File: config.mk
export PLATFORM = sky130hd
export DESIGN_NAME = mem_bus_arbiter
export DESIGN_NICKNAME = d
export VERILOG_FILES = /design/src/rtl/mem_bus_arbiter_pkg.sv /design/src/rtl/mem_bus_arbiter_rr_pick.sv /design/src/rtl/mem_bus_arbiter.sv
export SDC_FILE = /design/constraint.sdc
export NUM_CORES = 1
export LEC_CHECK = 0
export CAP_MARGIN = 10
export CORE_ASPECT_RATIO = 0.7
export CORE_MARGIN = 2
export CORE_UTILIZATION = 46
export CTS_BUF_LIST = sky130_fd_sc_hd__clkbuf_2 sky130_fd_sc_hd__clkbuf_4 sky130_fd_sc_hd__clkbuf_8
export DETAILED_ROUTE_END_ITERATION = 10
export GPL_ROUTABILITY_DRIVEN = 0
export PLACE_DENSITY = 0.88
export SLEW_MARGIN = 15
export SYNTH_ARGS = -nofsm -noshare
export SYNTH_HDL_FRONTEND = slang
export SYNTH_SLANG_ARGS = --single-unit
File: constraint.sdc
create_clock -name clock -period 3 [get_ports clock]
set_input_delay 0.6 -clock clock [delete_from_list [all_inputs] [get_ports clock]]
set_output_delay 0.6 -clock clock [all_outputs]
set_load 0.02 [all_outputs]
File: src/rtl/mem_bus_arbiter_pkg.sv
// Shared types and default widths for the two-port memory bus arbiter.
package mem_bus_pkg;

    localparam int DEF_ADDR_W = 12;
    localparam int DEF_DATA_W = 8;

    typedef enum logic [1:0] {
        IDLE,
        ISSUE,
        WAIT
    } state_t;

    typedef logic port_t;

endpackage

File: src/rtl/mem_bus_arbiter_rr_pick.sv
// Combinational round-robin winner select with a bounded lock extension.
module rr_pick
    import mem_bus_pkg::*;
#(
    parameter int MAX_LOCK = 4,
    parameter int CNT_W    = $clog2(MAX_LOCK + 1)
) (
    input  logic [1:0]       req,
    input  logic [1:0]       lock,
    input  port_t            last_grant,
    input  logic [CNT_W-1:0] lock_count,
    output logic             any,
    output port_t            winner,
    output logic [CNT_W-1:0] next_count
);

    localparam logic [CNT_W-1:0] MAX_C = CNT_W'(MAX_LOCK);

    logic hold;

    always_comb begin
        any  = |req;
        hold = lock[last_grant] && (lock_count < MAX_C);
        if (req == 2'b01) begin
            winner = 1'b0;
        end else if (req == 2'b10) begin
            winner = 1'b1;
        end else if (hold) begin
            winner = last_grant;
        end else begin
            winner = ~last_grant;
        end

        // Only a repeat grant to a port still asking for lock keeps counting.
        if ((winner == last_grant) && lock[winner]) begin
            next_count = (lock_count == MAX_C) ? MAX_C : lock_count + 1'b1;
        end else begin
            next_count = '0;
        end
    end

endmodule

File: src/rtl/mem_bus_arbiter.sv
// Two-requester arbiter issuing one registered memory access at a time.
module mem_bus_arbiter
    import mem_bus_pkg::*;
#(
    parameter int ADDR_W      = DEF_ADDR_W,
    parameter int DATA_W      = DEF_DATA_W,
    parameter int MEM_LATENCY = 1,
    parameter int MAX_LOCK    = 4
) (
    input  logic              clock,
    input  logic              resetN,
    input  logic              req0,
    input  logic              lock0,
    input  logic              we0,
    input  logic [ADDR_W-1:0] addr0,
    input  logic [DATA_W-1:0] wdata0,
    output logic              gnt0,
    output logic              valid0,
    output logic [DATA_W-1:0] rdata0,
    input  logic              req1,
    input  logic              lock1,
    input  logic              we1,
    input  logic [ADDR_W-1:0] addr1,
    input  logic [DATA_W-1:0] wdata1,
    output logic              gnt1,
    output logic              valid1,
    output logic [DATA_W-1:0] rdata1,
    output logic              memEnable,
    output logic              memWrite,
    output logic [ADDR_W-1:0] memAddr,
    output logic [DATA_W-1:0] memWdata,
    input  logic [DATA_W-1:0] memRdata
);

    localparam int CNT_W = $clog2(MAX_LOCK + 1);
    localparam logic [1:0] LAST_WAIT = 2'(MEM_LATENCY - 1);

    state_t            state_q, state_d;
    logic [1:0]        wait_q, wait_d;
    port_t             owner_q, owner_d;
    port_t             last_q, last_d;
    logic [CNT_W-1:0]  lcnt_q, lcnt_d;
    logic              op_wr_q, op_wr_d;
    logic              en_q, en_d;
    logic              wr_q, wr_d;
    logic [ADDR_W-1:0] addr_q, addr_d;
    logic [DATA_W-1:0] wdata_q, wdata_d;
    logic [1:0]        gnt_q, gnt_d;
    logic [1:0]        valid_q, valid_d;
    logic [DATA_W-1:0] rd0_q, rd0_d;
    logic [DATA_W-1:0] rd1_q, rd1_d;

    logic              any;
    port_t             winner;
    logic [CNT_W-1:0]  next_count;

    rr_pick #(
        .MAX_LOCK (MAX_LOCK),
        .CNT_W    (CNT_W)
    ) u_pick (
        .req        ({req1, req0}),
        .lock       ({lock1, lock0}),
        .last_grant (last_q),
        .lock_count (lcnt_q),
        .any        (any),
        .winner     (winner),
        .next_count (next_count)
    );

    always_ff @(posedge clock) begin
        if (!resetN) begin
            state_q <= IDLE;
            wait_q  <= '0;
            owner_q <= 1'b0;
            last_q  <= 1'b1;
            lcnt_q  <= '0;
            op_wr_q <= 1'b0;
            en_q    <= 1'b0;
            wr_q    <= 1'b0;
            addr_q  <= '0;
            wdata_q <= '0;
            gnt_q   <= '0;
            valid_q <= '0;
            rd0_q   <= '0;
            rd1_q   <= '0;
        end else begin
            state_q <= state_d;
            wait_q  <= wait_d;
            owner_q <= owner_d;
            last_q  <= last_d;
            lcnt_q  <= lcnt_d;
            op_wr_q <= op_wr_d;
            en_q    <= en_d;
            wr_q    <= wr_d;
            addr_q  <= addr_d;
            wdata_q <= wdata_d;
            gnt_q   <= gnt_d;
            valid_q <= valid_d;
            rd0_q   <= rd0_d;
            rd1_q   <= rd1_d;
        end
    end

    always_comb begin
        state_d = state_q;
        wait_d  = wait_q;
        owner_d = owner_q;
        last_d  = last_q;
        lcnt_d  = lcnt_q;
        op_wr_d = op_wr_q;
        en_d    = 1'b0;
        wr_d    = 1'b0;
        addr_d  = addr_q;
        wdata_d = wdata_q;
        gnt_d   = '0;
        valid_d = '0;
        rd0_d   = rd0_q;
        rd1_d   = rd1_q;

        unique case (state_q)
            IDLE: begin
                if (any) begin
                    state_d        = ISSUE;
                    owner_d        = winner;
                    last_d         = winner;
                    lcnt_d         = next_count;
                    op_wr_d        = winner ? we1 : we0;
                    en_d           = 1'b1;
                    wr_d           = winner ? we1 : we0;
                    addr_d         = winner ? addr1 : addr0;
                    wdata_d        = winner ? wdata1 : wdata0;
                    gnt_d[winner]  = 1'b1;
                end
            end
            ISSUE: begin
                state_d = WAIT;
                wait_d  = '0;
            end
            WAIT: begin
                if (wait_q == LAST_WAIT) begin
                    state_d          = IDLE;
                    valid_d[owner_q] = 1'b1;
                    // Writes leave the port's read data untouched.
                    if (!op_wr_q) begin
                        if (owner_q) rd1_d = memRdata;
                        else         rd0_d = memRdata;
                    end
                end else begin
                    wait_d = wait_q + 2'd1;
                end
            end
            default: state_d = IDLE;
        endcase
    end

    assign gnt0      = gnt_q[0];
    assign gnt1      = gnt_q[1];
    assign valid0    = valid_q[0];
    assign valid1    = valid_q[1];
    assign rdata0    = rd0_q;
    assign rdata1    = rd1_q;
    assign memEnable = en_q;
    assign memWrite  = wr_q;
    assign memAddr   = addr_q;
    assign memWdata  = wdata_q;

endmodule
=== Word level (Yosys, flattened, before mapping) ===
Cells that the tools add are included.

* Memory bits (writable): 0
* Input port bits: 56
* Output and inout bits: 42
* Memories kept: 0
* Word-level logic and storage cells: 72
* Memory bits (read-only): 0
* Register bits: 52
* Bits in latches: 0

* Shift operators: 0
* Divide/modulo/power cells: 0
* Mux-type cells: 22
* Eq/ne operators: 9
* Reductions and logical operators: 16
* $lt $le $gt $ge: 6
* $add $sub $neg: 2
* Multiply operators: 0
* Bitwise logic cells: 3

{| class="wikitable"
|+ Operators by type and width
! operator !! count
|-
| $mux 12 || 1
|-
| $mux 1 || 11
|-
| $mux 8 || 1
|-
| $reduce_and 2->1 || 4
|-
| $reduce_and 4->1 || 2
|-
| $lt 1x2->1 const B || 3
|-
| $mux 2 || 3
|-
| $mux 3 || 2
|-
| $ne 2x2->1 const B || 3
|-
| $pmux 2 s3 || 1
|-
| $reduce_and 3->1 || 2
|-
| $eq 2x1->1 const B || 2
|-
| $eq 2x2->1 const B || 2
|-
| $logic_and 1x1->1 || 4
|-
| $logic_not 2->1 || 2
|-
| $pmux 2 s2 || 1
|-
| $add 3x1->3 const B || 1
|-
| $eq 3x3->1 const B || 1
|-
| $lt 3x3->1 const B || 1
|-
| $not 1->1 || 3
|-
| $add 2x1->2 const B || 1
|-
| $demux 1 s1 || 2
|-
| $ge 1x1->1 const B || 2
|-
| $reduce_bool 2->1 || 1
|-
| 2 further kinds || 2
|}

=== Logic depth before layout (Yosys ltp) ===
* Depth after elaboration: 10
* Mapped depth: 7
* Mapped depth without buffers: 6

=== Modules after synthesis ===
A second synthesis with hierarchy kept.

* Cell total of the unflattened synthesis: 212
* Area total of the unflattened synthesis: 2,179.6 µm²

{| class="wikitable"
|+ By module, submodules not included
! module !! times used !! area each (µm²) !! sequential area each (µm²) !! cells each
|-
| mem_bus_arbiter || 1 || 2,003.2 || 1,041.0 || 185
|-
| rr_pick || 1 || 176.4 || 0.0 || 27
|}

=== Worst setup path after synthesis ===
Ideal clock, no wire load.

* Path type: in2reg
* Start point: input lock1
* End point: register addr_q[0] (netlist: memAddr[0])
* Arrival time: 1.527 ns
* Library setup time: 0.128 ns
* Slack: 1.345 ns
* Cell stages on the path: 6
* Data required time: 2.872 ns
* Buffers on the path: 1
* Path through: nor2b_2 -> a2bb2oi_2 -> o21ai_4 -> buf_8 -> mux2i_1 -> o21ai_1

* Cells in the longest elaborated chain, start to end: 7

{| class="wikitable"
|+ RTL lines
! what !! line !! source
|-
| start: declaration || mem_bus_arbiter.sv:21 || <nowiki>input logic lock1,</nowiki>
|-
| $mux 1 (not written as such) (2 in a row) || mem_bus_arbiter_rr_pick.sv:23 || <nowiki>hold = lock[last_grant] && (lock_count < MAX_C);</nowiki>
|-
| $logic_and 1x1->1 || mem_bus_arbiter_rr_pick.sv:23 ||
|-
| $mux 1 || mem_bus_arbiter_rr_pick.sv:28 || <nowiki>end else if (hold) begin</nowiki>
|-
| $mux 1 || mem_bus_arbiter_rr_pick.sv:26 || <nowiki>end else if (req == 2'b10) begin</nowiki>
|-
| $mux 1 || mem_bus_arbiter_rr_pick.sv:24 || <nowiki>if (req == 2'b01) begin</nowiki>
|-
| $mux 12 || mem_bus_arbiter.sv:130 || <nowiki>addr_d = winner ? addr1 : addr0;</nowiki>
|-
| end signal: assignment || mem_bus_arbiter.sv:95 || <nowiki>addr_q <= addr_d;</nowiki>
|-
| end: declaration || mem_bus_arbiter.sv:46 || <nowiki>logic [ADDR_W-1:0] addr_q, addr_d;</nowiki>
|}

Every way passes these cells. The select of a mux whose other input is x is not followed.
A chain may end at the register's enable or synchronous reset.

=== Worst setup path after layout ===
* Start point: input req0
* End point: register wdata_q[0] (netlist: memWdata[0])

* Cells in the longest elaborated chain, start to end: 4
* Elaborated cells between the ends (all ways): 7
* Those cells by class: eq/ne (2); mux (3); reduce/logical (2)

{| class="wikitable"
|+ RTL lines
! what !! line !! source
|-
| start: declaration || mem_bus_arbiter.sv:12 || <nowiki>input logic req0,</nowiki>
|-
| $eq 2x2->1 || mem_bus_arbiter_rr_pick.sv:26 ||
|-
| $mux 1 || mem_bus_arbiter_rr_pick.sv:26 ||
|-
| $mux 1 || mem_bus_arbiter_rr_pick.sv:24 ||
|-
| $mux 8 || mem_bus_arbiter.sv:131 || <nowiki>wdata_d = winner ? wdata1 : wdata0;</nowiki>
|-
| end signal: assignment || mem_bus_arbiter.sv:96 || <nowiki>wdata_q <= wdata_d;</nowiki>
|-
| end: declaration || mem_bus_arbiter.sv:47 || <nowiki>logic [DATA_W-1:0] wdata_q, wdata_d;</nowiki>
|}

Parallel ways exist; a longest one is shown, timed or not.

==> run summary <==
The flow ran to the end, and the final reports show no timing, DRC or antenna violations. The initial antenna violation count was 0; the core occupancy in the finished layout was 0.738. The logs give 5 for the number of clock buffers inserted by TritonCTS and 6.57 ps for the worst clock skew. Setup repair after global routing left no endpoint under its margin. The logs give 0.00134 uW for the static leakage and 35 for the count of different cell masters after synthesis. The logs give 860 ps for the final worst setup slack and 50 for the violation count after the first detailed-routing iteration.

The floorplan step set the die height to 61.1 microns. The net count of the finished layout is 372. Among cell families on the critical path, the largest total delay comes from buffers and inverters. The final critical delay including setup and external delays was 2140 ps.

The share of the synthesized area in the top cell type was 0.487; the part of the cycle the worst path needs was 0.713. The maximum net fanout on the critical path is 17, and the stage delay of the slowest cell on the critical path is 540 ps. The post-detailed-routing wire length came out at 4.93 mm. The via count of the first global-routing pass was 1825; the yosys synthesis warning count was 0.

The count of pins over their slew limit was 0. Leaving out fill and tap cells, the most frequent cell in the layout is sky130_fd_sc_hd__clkdlybuf4s50_1. The clock transition time at the flip-flop clock pins of the worst setup and hold paths was 80 ps; the post-detailed-route DRC marker count was 0. The total of cells resized after clock tree synthesis is 0, and the buffer and inverter count on the worst path is 2. Counting the fill cells in the layout gives 334. The longest clock path from root to sink contains 2 buffers. Worst hold path class: reg2reg.

The pin count of the biggest net entering global routing came out at 27. The critical path goes through clkdlybuf4s50_1, and2b_4, o21ai_4, buf_4, mux2i_1, o21ai_0. Summed over all failing endpoints, the final setup total negative slack is 0 ps. The H-tree was split into 2 levels. The number of clock sinks is 52. TritonCTS built the clock tree.

Using the TritonRoute via totals, the vias-per-cell ratio works out to 4.97. STA classifies the critical path startpoint as a primary input. After clock tree synthesis, the setup repair step added 0 buffers. From left edge to right edge, the die measures 85.5 microns. The most area-hungry cell type in the Yosys netlist was sky130_fd_sc_hd__dfxtp_1.

The number of routed nets with antenna violations is 0, and the synthesis-to-layout area growth is 51.9%. At the worst endpoint, the arrival time is 2310 ps. The maximum clock rate is 467 MHz, and the sum of net half-perimeters after detailed placement is 3.76 mm. The tools report the total of hold buffers inserted after clock tree synthesis as 0. The worst setup path is captured at a register. 98 I/O pins were placed.

Setup violations remaining at the end of the flow were counted as 0. Prior to clock tree synthesis, the placed netlist has a worst setup slack of 521 ps. The initialized floorplan defines 20 standard-cell rows. Sorting the synthesized cells by area gives the leading types as sky130_fd_sc_hd__dfxtp_1 (49%), sky130_fd_sc_hd__mux2i_1 (18%), sky130_fd_sc_hd__o21ai_1 (4.4%). The run gives 3170 ps as the required time of the critical path. The number of flip-flops and latches in the synthesized netlist was 52; the number of nets produced by synthesis was 274. The run gives 2140 sq um as the cell area after synthesis.

The clock reaches the later pin of the worst-skew pair after 310 ps. The final-report hold violation count is 0. The region available for standard cell placement spans 4400 sq um. In this run the tool buffered the top-level ports with 97 buffer cells. For the number of detailed-routing iterations run before antenna repair, the log shows 4. The critical setup path kind is in2reg. Overall power consumption after layout is estimated at 1600 uW.

The first global-routing pass estimated 8.07 mm of wire. The total global routing track utilization is 0.199. The sequential share of the synthesized area came out at 0.487. At the pin with the least slew margin, the transition time is 521 ps.

The master cell of the clock root buffer is sky130_fd_sc_hd__clkbuf_8. The die outline area is 5220 sq um, and the total global routing overflow is 0. The detailed router placed 1834 vias in this run. The routed length per instance came out at 13.3 microns. Synthesized area divided by synthesized cell count: 9.95 sq um.

Cell with the largest stage delay on the worst path: sky130_fd_sc_hd__clkdlybuf4s50_1. The power per standard cell area is 491 nW/um^2, and the initial core utilization is 0.486. Counting every instance in the synthesized netlist gives 215.

The cell count after placement is 361, and the share of cells above drive strength 1 is 0.0669. The tools report the number of violations of the max-capacitance limit as 0. Peak ir drop on the vdd network: 0.412 mV. The headroom to the max-slew limit came out at 0.652.

In the layout the commonest cells are sky130_fd_sc_hd__clkdlybuf4s50_1 (97), sky130_fd_sc_hd__dfxtp_1 (52), sky130_fd_sc_hd__mux2i_1 (39). The repair_antennas step left the layout with diodes totalling 0. The final cell count without fillers came out at 369.
[state kept, by name (all words and copies together) (netlist names)]
name and cells:
state_q 2, op_wr_q 1, valid_q 2, memEnable 1, memAddr 12, rdata0 8, memWdata 8, last_q 1
wait_q 2, rdata1 8, memWrite 1, gnt_q 2, owner_q 1, lcnt_q 3
[synthesized netlist by cell type, drive strengths merged]
cell and n:
nor2b 1, nand2b 1, inv 11, nand2 22
o22ai 2, clkbuf 2, and2b 1, buf 8
nor2 25, a21oi 4, mux2i 39, or3 1
nor3 3, a22o 2, a2bb2oi 1, o41ai 1
a21o 1, and2 3, ha 3, o21a 2
o21ai 24, and3b 1, nand3b 3, o2111ai 1
dfxtp 52, a22oi 1
[through the flow]
step	hold slack, ps	area, sq um
6_report	448	3250
5_1_grt	472	3250
4_1_cts	453	3250
3_5_place_dp	442	3140
3_3_place_gp	435	3140
2_1_floorplan	477	2140
[routing by layer]
| metal | routed length [microns] | vias to the layer above | global-route usage | part of all wire |
|---|---|---|---|---|
| met5 | 0 | - | 0 | 0 |
| met4 | 52 | 0 | 0.0499 | 0.011 |
| met3 | 527 | 6 | 0.107 | 0.11 |
| met2 | 2310 | 73 | 0.347 | 0.47 |
| met1 | 2030 | 830 | 0.219 | 0.41 |
| li1 | - | 925 | - | - |
[report_power, final]
part / switching, uW / internal [uW]
clock network: 220 / 257
registers: 31.1 / 737
logic: 160 / 192
total: 412 / 1190
[worst paths after layout]
| kind | startpoint | to | slack, ps | cells after the start |
|---|---|---|---|---|
| worst min-delay path | memWdata[4] | memWdata[4] | 450 | 2 |
| worst min register to register | memWdata[4] | memWdata[4] | 450 | 2 |
| worst max register to register | wait_q[0] | rdata1[4] | 1220 | 6 |
| worst max-delay path | req0 | memWdata[0] | 860 | 6 |
[final cells by class]
type                    instances  area, sq um  area share
clock buffers                   6         76.3      0.0235
clock inverters                 2         35.0      0.0108
inverters                      11         41.3      0.0127
multi-input cells             142          986       0.303
flip-flops and latches         52         1040       0.320
well taps                      55         68.8      0.0212
repair buffers                101         1000       0.308
[worst reg2reg max path, delay by kind of cell (launching register included)]
family                   cells  cell delay [ps]
AND/OR/NAND/NOR              3              740
multiplexers                 1              260
adder cells (fa/ha/maj)      1              270
flip-flops                   1              340
buffers and inverters        1               70
[kinds of logic (layout without fill, tap and decap cells)]
| logic type | Yosys count | after routing | synth area share |
|---|---|---|---|
| AOI/OAI and AO/OA | 39 | 39 | 0.118 |
| DFF | 52 | 52 | 0.487 |
| muxes | 39 | 39 | 0.182 |
| and+or+nand+nor | 61 | 61 | 0.143 |
| buffers and inverters | 21 | 120 | 0.0526 |
| adders and majority gates | 3 | 3 | 0.0175 |
(Power assumes the default switching activity.)
==> variant 1 (config.mk and constraints unchanged) <==
`MAX_LOCK` is set to 4 in 2 places; all go to 16.
--- a/src/rtl/mem_bus_arbiter_rr_pick.sv
+++ b/src/rtl/mem_bus_arbiter_rr_pick.sv
@@ -2,7 +2,7 @@
 module rr_pick
     import mem_bus_pkg::*;
 #(
-    parameter int MAX_LOCK = 4,
+    parameter int MAX_LOCK = 16,
     parameter int CNT_W    = $clog2(MAX_LOCK + 1)
 ) (
     input  logic [1:0]       req,
--- a/src/rtl/mem_bus_arbiter.sv
+++ b/src/rtl/mem_bus_arbiter.sv
@@ -5,7 +5,7 @@
     parameter int ADDR_W      = DEF_ADDR_W,
     parameter int DATA_W      = DEF_DATA_W,
     parameter int MEM_LATENCY = 1,
-    parameter int MAX_LOCK    = 4
+    parameter int MAX_LOCK    = 16
 ) (
     input  logic              clock,
     input  logic              resetN,
Formal check against the unedited RTL: same outputs for any inputs over 10 cycles, from zero or initial values and one cycle with resetN low; that may be too few to reach the edited logic, so the function may still have changed.
==> variant 1 against the original RTL <==
- synthesized area grew 4.0%
- sequential cell count grew 2
- non-clock buffer count decreased by 1
- wire length increased by 9.4%
- clock skew increased by 4.4 ps
- combinational power grew 3%
- cell area increased by 3.0%
- setup slack better by 82 ps
- via count increased by 8.7%
- total power increased by 3.4%
- largest cell class unchanged
==> variant 1: results (changes against the original RTL) <==
[status]
status = finished, final reports clean

[global_routing]
antenna_found_initial = 0  ; unchanged
grt.total_usage_pct = 20.2  ; +0.27 points
grt_pass1_wl_mm = 8.78  ; +8.9%
grt_pass1_vias = 1983  ; +8.7%
grt_max_degree = 24  ; -11%

[worst_setup_path]
path_max_fanout = 15  ; -2
r2r_end = rdata0[5]
cp.arrival_ps = 2250  ; -60 ps
ff2ff_setup_slack_ps = 1210

[clocking]
clock-root-buffer = clkbuf_8
worstSkewPairLatency_ps = 300
clockBufferDepth = 2  ; unchanged
cts_resized = 0  ; unchanged
htree_num_levels = 2  ; unchanged
path_clk_slew_ps = 90

[worst_hold_path]
min_to = memAddr[3]
min_from = memAddr[3]
hold_depth = 2  ; unchanged

[pwr]
ir_drop_uv = 337  ; -18%
leakage_nw = 1.36  ; +1.7%

[drt]
drt_iter0_markers = 133  ; +170%
drt-vias-per-instance = 5.12  ; +3.1%
dr.pass1.iters = 4  ; unchanged
routed_wl_mm = 5.39  ; +9.4%

[place]
hpwl_mm = 3.93  ; +4.5%
placement.io_buffers = 97  ; unchanged

[logic_synthesis]
synth_commonest_cells = dfxtp_1 (54), mux2i_1 (37), nand2_1 (28)
synth-async-reset-ratio_pct = 0  ; unchanged
netlist_top_cells_area = dfxtp_1 (49%), mux2i_1 (17%), nand2_1 (4.7%)
yosysWarnings = 0  ; unchanged
yosysSeqAreaShare_pct = 48.6  ; -0.061 points
synth_nets = 295  ; +7.7%
synthDistinctLibCells = 32  ; -8.6%

[finish]
drive_gt1_share_pct = 5.72  ; -0.97 points
num_antenna_cells = 0  ; unchanged
fin_nets = 391  ; +5.1%

[timing]
skew_ps = 11.0  ; +4.40 ps
max_slew.worst_pin.slew_ps = 719  ; +199 ps
hold-worst-slack_ps = 450  ; +2.07 ps

[variant 1: cell types whose count changed after synthesis, moves of 3 or more]
cell / change
nand3_1: +8
nand2_1: +6
a31oi_1: +4
buf_6: +3
clkbuf_1: +3
[variant 1: through the flow]
step / instances / worst slack [ps] / total power, W / instance area, sq um
after global routing: 389 / 838 / 0.00172 / 3350
final: 389 / 942 / 0.00165 / 3350
after CTS: 389 / 948 / 0.00166 / 3350
after global placement: 382 / 683 / 0.00117 / 3230
after detailed placement: 382 / 637 / 0.00118 / 3230
after floorplan: 236 / 1410 / 0.000994 / 2220
[variant 1: worst max-delay path by stage]
stage | start | endpoint | slack [ps] | cells past startpoint
finish | lock0 | memAddr[5] | 940 | 7
CTS | lock0 | memAddr[5] | 950 | 7
global placement | lock0 | memAddr[11] | 680 | 7
floorplan | lock0 | memAddr[0] | 1410 | 6
detailed placement | lock0 | memAddr[5] | 640 | 7
global route | lock0 | memWdata[0] | 840 | 7
[variant 1: final cells by class]
cell class                      instances  area, sq um
Fill cell                             381         1380
Sequential cell                        54         1080
Multi-Input combinational cell        161         1040
Timing Repair Buffer                  100         1010
Clock buffer                            6         82.6
Tap cell                               57         71.3
Inverter                               10         37.5
Clock inverter                          1         30.0
[variant 1: cells by family after synthesis]
kind of cell / Yosys count / synth area share (%)
AOI/OAI and AO/OA: 41 / 11.4
adders and majority gates: 3 / 1.69
buffers and inverters: 21 / 4.72
DFF: 54 / 48.6
muxes: 37 / 16.6
and+or+nand+nor: 80 / 16.9
[variant 1: critical path, stage by stage]
cell             delay (ps)
clkdlybuf4s50_1         460
nor2b_1                 120
o22ai_1                 110
o21ai_4                 410
buf_12                  230
mux2i_1                 220
o21ai_1                  90
[variant 1: power by group]
group	internal (W)	switching (W)
registers	0.000764	0.0000338
logic	0.000193	0.000169
clock network	0.000267	0.000225
[variant 1: per-layer routing]
layer,vias up,part of all wire (%),GRT usage (%)
li1,992,-,-
met1,920,41,22.0
met2,76,49,36.6
met3,5,9.5,7.98
met4,0,0.63,4.23
met5,-,0,0
==> variant 2 (same flow settings) <==
Made on the original files. Take the reset off `addr_q`, `wdata_q`, `rd0_q` and `rd1_q` and load them in a clocked block of their own.
--- a/src/rtl/mem_bus_arbiter.sv
+++ b/src/rtl/mem_bus_arbiter.sv
@@ -77,12 +77,8 @@
             op_wr_q <= 1'b0;
             en_q    <= 1'b0;
             wr_q    <= 1'b0;
-            addr_q  <= '0;
-            wdata_q <= '0;
             gnt_q   <= '0;
             valid_q <= '0;
-            rd0_q   <= '0;
-            rd1_q   <= '0;
         end else begin
             state_q <= state_d;
             wait_q  <= wait_d;
@@ -92,13 +88,16 @@
             op_wr_q <= op_wr_d;
             en_q    <= en_d;
             wr_q    <= wr_d;
-            addr_q  <= addr_d;
-            wdata_q <= wdata_d;
             gnt_q   <= gnt_d;
             valid_q <= valid_d;
-            rd0_q   <= rd0_d;
-            rd1_q   <= rd1_d;
         end
+    end
+
+    always_ff @(posedge clock) begin
+        addr_q  <= addr_d;
+        wdata_q <= wdata_d;
+        rd0_q   <= rd0_d;
+        rd1_q   <= rd1_d;
     end
 
     always_comb begin
Formal check against the unedited RTL: not equivalent (a bounded check fails within 4 cycles, from zero or initial values and one cycle with resetN low).
==> variant 2 against the original RTL <==
- total power rose by 0.67%
- non-clock buffer count is 1 lower
- cell area up 4.3%
- synthesized cell count shrank 28%
- synthesized area increased by 5.9%
- setup slack got worse by 220 ps
- largest power group unchanged
- largest cell class unchanged
- critical path type unchanged
- sequential cell count stayed put
- wire length fell by 9.2%
==> variant 2: results (changes against the original RTL) <==
[status]
status = finished, final reports clean

[global_routing]
grtUsageMet1_pct = 20.3  ; -1.6 points
grt.total_usage_pct = 16.2  ; -3.8 points
grt_pass1_wl_mm = 6.93  ; -14%
grtUsageMet2_pct = 26.9  ; -7.8 points
gr-usage-met3_pct = 5.28  ; -5.4 points
grt_max_degree = 22  ; -19%
grt_pass1_vias = 1516  ; -17%
antenna_found_initial = 0  ; unchanged

[drt]
drt_iter0_markers = 61  ; +22%
routed_wl_mm = 4.47  ; -9.2%
highest_layer = met4
met2WireLength_mm = 2.17  ; -6.3%
drt-vias-per-instance = 4.77  ; -4.1%
wl_met1_mm = 1.91  ; -6.1%
dr.pass1.iters = 4  ; unchanged
route.met3.wl_um = 364  ; -31%

[logic_synthesis]
yosysWarnings = 0  ; unchanged
synth_commonest_cells = edfxtp_1 (36), mux2_4 (19), dfxtp_1 (16)
yosysSeqAreaShare_pct = 61.8  ; +13 points
synth-main-ff-cell = edfxtp_1
avgSynthCellArea_sq_um = 14.6  ; +47%
synth-async-reset-ratio_pct = 0  ; unchanged
synth_nets = 214  ; -22%
synth_edf_count = 36  ; +36
synthDistinctLibCells = 41  ; +17%
netlist_top_cells_area = edfxtp_1 (48%), dfxtp_1 (14%), mux2_4 (13%)

[pwr]
leakage_nw = 1.26  ; -5.7%
ir_drop_uv = 295  ; -29%

[worst_hold_path]
holdCritPathClass = flip-flop to flip-flop
hold_depth = 1  ; -1
min_to = valid_q[0]
min_from = owner_q

[clocking]
clockBufferDepth = 2  ; unchanged
htree_num_levels = 2  ; unchanged
cts_buffers = 5  ; unchanged
postCtsSetupBuffers = 0  ; unchanged
clock-root-buffer = clkbuf_8
cts_resized = 0  ; unchanged
path_clk_slew_ps = 90
worstSkewPairLatency_ps = 300

[worst_setup_path]
r2r_end = rdata1[1]
path_max_fanout = 21  ; +4
worstRegToRegCells = 5  ; -1
ff2ff_setup_slack_ps = 920  ; -300 ps
cp.arrival_ps = 2420  ; +110 ps

[finish]
drive_gt1_share_pct = 15.4  ; +8.8 points
num_antenna_cells = 0  ; unchanged
largest_register_ffs = 12  ; unchanged
instances_no_fill = 328  ; -11%

[timing]
hold-worst-slack_ps = 496  ; +48.2 ps
skew_ps = 7.06  ; +0.494 ps
slew_headroom_pct = 54.7  ; -10 points

[place]
dp_cells = 320  ; -11%
place_ws_ps = 300  ; -221 ps
placed_area_sq_um = 3300  ; +5.1%
placement.io_buffers = 97  ; unchanged
hpwl_mm = 3.50  ; -7.0%

[variant 2: changes by cell type in the layout (fill, tap and decap cells not counted), moves of 19 or more]
cell and delta:
o21ai_1 -19, mux2_4 +19, edfxtp_1 +36, nor2_1 -19, mux2i_1 -39, dfxtp_1 -36
[variant 2: how the worst max path moves through the flow]
| stage | endpoint | startpoint | slack, ps |
|---|---|---|---|
| 2_1_floorplan | rdata0[0] | wait_q[0] | 1020 |
| 3_3_place_gp | memAddr[8] | req0 | 350 |
| 3_5_place_dp | memAddr[8] | req0 | 300 |
| 4_1_cts | memAddr[8] | req0 | 620 |
| 5_1_grt | memAddr[8] | req0 | 580 |
| 6_report | memAddr[8] | req0 | 640 |
[variant 2: cell families (layout without fill, tap and decap cells)]
family / Yosys count / after routing / share of synthesized area [%]
and+or+nand+nor: 37 / 37 / 9.77
adders and majority gates: 3 / 3 / 1.66
DFF: 52 / 52 / 61.8
muxes: 20 / 20 / 13.1
AOI/OAI and AO/OA: 28 / 28 / 9.66
buffers and inverters: 15 / 119 / 3.98
[variant 2: worst max-delay path: stages]
cell             delay (ps)
clkdlybuf4s50_1         580
or2b_4                  310
o221a_4                 140
nor2_8                  390
mux2_2                  390
[variant 2: layout make-up]
class | count | area (sq um)
Sequential cell | 52 | 1400
Fill cell | 320 | 1370
Timing Repair Buffer | 100 | 993
Multi-Input combinational cell | 88 | 774
Tap cell | 69 | 86.3
Clock buffer | 6 | 76.3
Inverter | 11 | 41.3
Clock inverter | 2 | 16.3
[variant 2: where the power goes]
part           total (W)  internal, W  switching (W)
Sequential      0.000847     0.000828      0.0000189
Combinational   0.000366     0.000208       0.000157
Clock           0.000395     0.000175       0.000220
Total            0.00161      0.00121       0.000396
